[config.mk]
export PLATFORM = sky130hd
export DESIGN_NAME = mem_access_unit
export DESIGN_NICKNAME = d
export VERILOG_FILES = /design/src/rtl/mips_mem_pkg.sv /design/src/rtl/mem_load_align.sv /design/src/rtl/mem_access_unit.sv
export SDC_FILE = /design/constraint.sdc
export NUM_CORES = 1
export LEC_CHECK = 0
export CORE_UTILIZATION = 35
export DETAILED_ROUTE_END_ITERATION = 10
export PLACE_DENSITY = 0.63
export SLEW_MARGIN = 0
export SYNTH_ARGS = -nofsm -noshare
export SYNTH_HDL_FRONTEND = slang
export SYNTH_SLANG_ARGS = --single-unit
[constraint.sdc]
create_clock -name CLK -period 5.3 [get_ports CLK]
set_input_delay 0.795 -clock CLK [delete_from_list [all_inputs] [get_ports CLK]]
set_output_delay 0.795 -clock CLK [all_outputs]
set_load 0.005 [all_outputs]
[src/rtl/mips_mem_pkg.sv]
// Shared definitions for the MEM-stage data-memory access unit:
// opcodes, FSM states, access sizes and the byte-enable helper.
package mips_mem_pkg;

    localparam logic [5:0] OP_LB  = 6'h20;
    localparam logic [5:0] OP_LH  = 6'h21;
    localparam logic [5:0] OP_LW  = 6'h23;
    localparam logic [5:0] OP_LBU = 6'h24;
    localparam logic [5:0] OP_LHU = 6'h25;
    localparam logic [5:0] OP_SB  = 6'h28;
    localparam logic [5:0] OP_SH  = 6'h29;
    localparam logic [5:0] OP_SW  = 6'h2B;

    typedef enum logic [1:0] {IDLE, REQ, DONE} state_t;
    typedef enum logic [1:0] {SZ_B, SZ_H, SZ_W} size_t;

    // Little-endian lane enables for an aligned access of the given size.
    function automatic logic [3:0] byte_en(input size_t sz, input logic [1:0] a);
        case (sz)
            SZ_B:    return 4'b0001 << a;
            SZ_H:    return a[1] ? 4'b1100 : 4'b0011;
            default: return 4'b1111;
        endcase
    endfunction

endpackage

[src/rtl/mem_load_align.sv]
// Selects the addressed byte/halfword lane of a read word and
// sign- or zero-extends it according to the load opcode.
module mem_load_align
    import mips_mem_pkg::*;
(
    input  logic [31:0] rdata,
    input  logic [1:0]  addr,
    input  logic [5:0]  opcode,
    output logic [31:0] data
);

    logic [7:0]  lane_b;
    logic [15:0] lane_h;
    logic        sext;

    always_comb begin
        case (addr)
            2'd0:    lane_b = rdata[7:0];
            2'd1:    lane_b = rdata[15:8];
            2'd2:    lane_b = rdata[23:16];
            default: lane_b = rdata[31:24];
        endcase
        lane_h = addr[1] ? rdata[31:16] : rdata[15:0];
        sext   = (opcode == OP_LB) || (opcode == OP_LH);

        case (opcode)
            OP_LB, OP_LBU: data = {{24{sext & lane_b[7]}}, lane_b};
            OP_LH, OP_LHU: data = {{16{sext & lane_h[15]}}, lane_h};
            default:       data = rdata;
        endcase
    end

endmodule

[src/rtl/mem_access_unit.sv]
// MEM-stage load/store unit: runs one request/ack transaction per access,
// stalls the pipeline until it completes and registers the extended load data.
module mem_access_unit
    import mips_mem_pkg::*;
(
    input  logic        CLK,
    input  logic        RESET,
    input  logic        MEM_RD_EN,
    input  logic        MEM_WR_EN,
    input  logic [5:0]  MEM_Opcode,
    input  logic [31:0] MEM_ALU_RESULT,
    input  logic [31:0] MEM_RT_DATA,
    output logic        STALL,
    output logic [31:0] MEM_LOAD_DATA,
    output logic        MEM_ADDR_ERR,
    output logic        DMEM_REQ,
    output logic        DMEM_WE,
    output logic [31:0] DMEM_ADDR,
    output logic [3:0]  DMEM_BE,
    output logic [31:0] DMEM_WDATA,
    input  logic [31:0] DMEM_RDATA,
    input  logic        DMEM_ACK
);

    state_t      state, state_nxt;
    size_t       size;
    logic        is_load, is_store, misaligned, acc_ok;
    logic [31:0] wdata_nxt, load_ext;
    logic [5:0]  op_q;
    logic [1:0]  lane_q;

    always_comb begin
        is_load  = 1'b0;
        is_store = 1'b0;
        size     = SZ_W;
        case (MEM_Opcode)
            OP_LB, OP_LBU: begin is_load  = 1'b1; size = SZ_B; end
            OP_LH, OP_LHU: begin is_load  = 1'b1; size = SZ_H; end
            OP_LW:         begin is_load  = 1'b1; size = SZ_W; end
            OP_SB:         begin is_store = 1'b1; size = SZ_B; end
            OP_SH:         begin is_store = 1'b1; size = SZ_H; end
            OP_SW:         begin is_store = 1'b1; size = SZ_W; end
            default: ;
        endcase
        misaligned = ((size == SZ_H) && MEM_ALU_RESULT[0]) ||
                     ((size == SZ_W) && (MEM_ALU_RESULT[1:0] != 2'b00));
        acc_ok = (MEM_RD_EN ^ MEM_WR_EN) &&
                 ((MEM_RD_EN && is_load) || (MEM_WR_EN && is_store)) &&
                 !misaligned;
        case (size)
            SZ_B:    wdata_nxt = {4{MEM_RT_DATA[7:0]}};
            SZ_H:    wdata_nxt = {2{MEM_RT_DATA[15:0]}};
            default: wdata_nxt = MEM_RT_DATA;
        endcase
    end

    always_ff @(posedge CLK or posedge RESET) begin
        if (RESET) state <= IDLE;
        else       state <= state_nxt;
    end

    // DONE lets the finished instruction leave EX/MEM before inputs are looked at again.
    always_comb begin
        state_nxt = state;
        case (state)
            IDLE:    if (acc_ok)   state_nxt = REQ;
            REQ:     if (DMEM_ACK) state_nxt = DONE;
            default: state_nxt = IDLE;
        endcase
    end

    always_comb begin
        STALL        = ((state == IDLE) && acc_ok) || (state == REQ);
        MEM_ADDR_ERR = (state == IDLE) && (MEM_RD_EN || MEM_WR_EN) && !acc_ok;
    end

    always_ff @(posedge CLK or posedge RESET) begin
        if (RESET) begin
            DMEM_REQ   <= 1'b0;
            DMEM_WE    <= 1'b0;
            DMEM_ADDR  <= '0;
            DMEM_BE    <= '0;
            DMEM_WDATA <= '0;
            op_q       <= '0;
            lane_q     <= '0;
        end else if (state == IDLE && acc_ok) begin
            DMEM_REQ   <= 1'b1;
            DMEM_WE    <= MEM_WR_EN;
            DMEM_ADDR  <= {MEM_ALU_RESULT[31:2], 2'b00};
            DMEM_BE    <= byte_en(size, MEM_ALU_RESULT[1:0]);
            DMEM_WDATA <= wdata_nxt;
            op_q       <= MEM_Opcode;
            lane_q     <= MEM_ALU_RESULT[1:0];
        end else if (state == REQ && DMEM_ACK) begin
            DMEM_REQ   <= 1'b0;
        end
    end

    mem_load_align u_align (
        .rdata  (DMEM_RDATA),
        .addr   (lane_q),
        .opcode (op_q),
        .data   (load_ext)
    );

    always_ff @(posedge CLK or posedge RESET) begin
        if (RESET)                                  MEM_LOAD_DATA <= '0;
        else if (state == REQ && DMEM_ACK && !DMEM_WE) MEM_LOAD_DATA <= load_ext;
    end

endmodule

==> impl_results.md <==
* # IOs at 211
* GPL Wtd Cong at 0.846
* Dominant cells by area after synthesis: dfrtp_1 (53%), mux2_2 (10%), mux2_1 (9.1%)
* Wire per inst at 17.4 um
* H-Tree Level Count at 3
* Top sig layer: met4
* DRT iter0 DRCs at 239
* RSZ-0062 raised after global routing: false
* Hold path endpoint: op_q[5]
* WP data required at 4.51 ns
* Vias/cell at 5.12
* Post-CTS setup repair buffer count at 0
* Max Freq at 0.257 GHz
* Met2 Wirelength at 6960 um
* Routed wire length at 14700 um
* Hold depth at 1
* R2R Path Start: state[0]
* Worst path max stage delay at 0.60 ns
* Worst EP arrival at 3.09 ns
* Sequence of cells on the critical path: clkdlybuf4s50_1 > or3b_1 > o21ai_2 > a211o_1 > nor3b_1 > clkdlybuf4s50_1
* First-pass GRT wire length at 22700 um
* Total CTS buffers at 9
* Cell mode on critical path: clkdlybuf4s50_1
* Clk Latency, worst-skew pair at 0.36 ns
* #FFs+latches synth at 110
* Worst ir drop on vdd at 0.134 mV
* R2R depth at 4
* Endpoints failing hold at 0
* Synthesized instance count at 460
* Slew HR at 0.349
* Setup tns final at 0 ns
* Startpoint types: primary input
* Wire length on met1 at 5990 um
* Final Non-Filler Cells at 845
* Placed cell count at 829
* Max-slew violations at 0
* Post-route DRC at 0
* Hold Path Origin: op_q[5]
* All-Layer GR Usage at 0.194
* CTS tree: done
* Initial Utilization at 0.359
* Routed wl met3 at 1470 um
* Top-count cell post-synth: dfrtp_1
* Kind of critical path: in -> out
* Largest net degree at the start of global routing at 79
* Post-DRT Antenna Nets at 0
* Hpwl dp at 10800 um
* IO buf count at 208
* Sequential fraction of the synthesis area at 0.527
* Die width at 124 um
* Clock Tree Root: clkbuf_16
* Syn. warnings at 0
* Max-cap violations at 0
* Layout Skew at 0.0107 ns
* Leak Pwr at 3.38 nW
* Fin crit share at 0.734
* Rows at 44
* R2r setup slk at 3.13 ns
* Layout cells sized above 1 at 0.124
* Fraction of registers with async set/reset at 1.00
* Longest Clk Path Bufs at 2
* N_diodes at 0
* Clock Pin Slew Worst Setup and Hold Paths at 0.07 ns
* DR vias at 4323
* Minimum clock period at 3.89 ns
* Status: finished clean
* First drt pass iteration count at 4
* P per Cell Area at 340 mW/mm^2
* Core ar. at 0.0145 sq mm
* Post-layout nets at 764
* Post-cts sizing count at 0
* Synth cell types at 42
* Synth cell count leaders: dfrtp_1 (110), mux2_2 (48), mux2_1 (42)
* EDFF count, synth at 0
* Syn Area/Cell at 11.3 sq um
* R2r endpoint: DMEM_ADDR[23]
* Hold Crit Class: reg -> reg
* Clk sink count at 110
* Antenna violations before repair at 0
* Grt total ovfl at 0
* Final setup fails at 0
* Vias in the first global route at 4360
* Post-synth top area cell: dfrtp_1
* Main synth FF type: dfrtp_1
* Crit. End Element: primary output
* Slowest stage cell, crit path: or3b_1
* Syn Std Cell Area at 0.00522 sq mm
* Hold_buf cts at 0
* Slew @ Worst Pin at 0.976 ns
* Post-synth top area share at 0.527
* Area grow syn2layout at 48.0%
* Die Area at 0.0154 sq mm
* Crit Path Max Fanout at 11
* Die height at 124 um
* Fillcell total at 1318
kinds of logic after synthesis:
| kind of cell | synth area share |
|---|---|
| compound gates | 0.123 |
| fa+ha+maj | 0.00240 |
| buf+inv | 0.0468 |
| flops | 0.527 |
| mux | 0.216 |
| other cells | 0.000719 |
| simple gates | 0.0839 |
worst max-delay path, delay by kind of cell:
kind	cells	cell delay (ns)
AND/OR/NAND/NOR	2	0.79
AO/OA/AOI/OAI	2	0.47
buffers and inverters	2	1.02
layout by cell type (no fill, tap or decap), types with 2 or more instances in the layout:
| master | instances |
|---|---|
| mux2i_1 | 9 |
| inv_1 | 20 |
| dfrtp_1 | 110 |
| clkinvlp_4 | 2 |
| mux2_2 | 48 |
| a21oi_1 | 12 |
| a22oi_1 | 7 |
| buf_4 | 9 |
| a31oi_1 | 25 |
| nand3_1 | 2 |
| o21ai_0 | 28 |
| or2_2 | 3 |
| clkbuf_1 | 2 |
| mux2_1 | 42 |
| nor2b_1 | 3 |
| inv_6 | 3 |
| o221ai_1 | 7 |
| nand2b_1 | 2 |
| clkbuf_16 | 9 |
| nor2_1 | 37 |
| nand2_1 | 36 |
| conb_1 | 2 |
| clkdlybuf4s50_1 | 208 |
| o22ai_1 | 8 |
| o2111ai_1 | 7 |
stage by stage:
stage | utilization | cell area, sq um | worst slack [ns] | total power (W) | hold WS (ns)
after floorplan | - | 5220 | 1.60 | 0.00145 | 0.445
after global placement | 0.512 | 7450 | 1.47 | 0.00198 | 0.459
after detailed placement | 0.512 | 7450 | 1.41 | 0.00200 | 0.469
after CTS | 0.531 | 7720 | 1.40 | 0.00266 | 0.485
after global routing | 0.531 | 7720 | 1.29 | 0.00278 | 0.504
final | 0.531 | 7720 | 1.41 | 0.00262 | 0.480
report_power, final:
part           internal [W]  total [W]  switching (W)
clock              0.000325   0.000650       0.000325
sequential          0.00102    0.00113       0.000109
combinational      0.000525   0.000843       0.000317
total               0.00187    0.00262       0.000751
registers in the layout (all words and copies together), names as in the netlist:
signal and cells:
DMEM_WE 1, DMEM_ADDR 30, lane_q 2, op_q 6
DMEM_REQ 1, DMEM_WDATA 32, state 2, MEM_LOAD_DATA 32
DMEM_BE 4
layout make-up:
cell class | instances | area [sq um] | share of cell area
inverters | 21 | 81.3 | 0.0105
repair buffers | 217 | 2150 | 0.278
flip-flops and latches | 110 | 2750 | 0.356
multi-input cells | 297 | 2230 | 0.289
clock inverters | 5 | 41.3 | 0.00535
well taps | 184 | 230 | 0.0298
clock buffers | 11 | 233 | 0.0301
worst max path at each step:
stage,from,cells past startpoint,end
floorplan,RESET,1,DMEM_ADDR[10]
global placement,MEM_Opcode[1],6,MEM_ADDR_ERR
detailed placement,MEM_Opcode[1],6,MEM_ADDR_ERR
CTS,MEM_Opcode[1],6,MEM_ADDR_ERR
global route,MEM_Opcode[1],6,MEM_ADDR_ERR
finish,MEM_Opcode[1],6,MEM_ADDR_ERR
routing by layer:
metal,vias to the layer above,track usage
li1,2039,-
met1,2087,0.233
met2,181,0.316
met3,16,0.0673
met4,0,0.0781
met5,-,0
No activity file was read; power rests on OpenSTA's default activity.
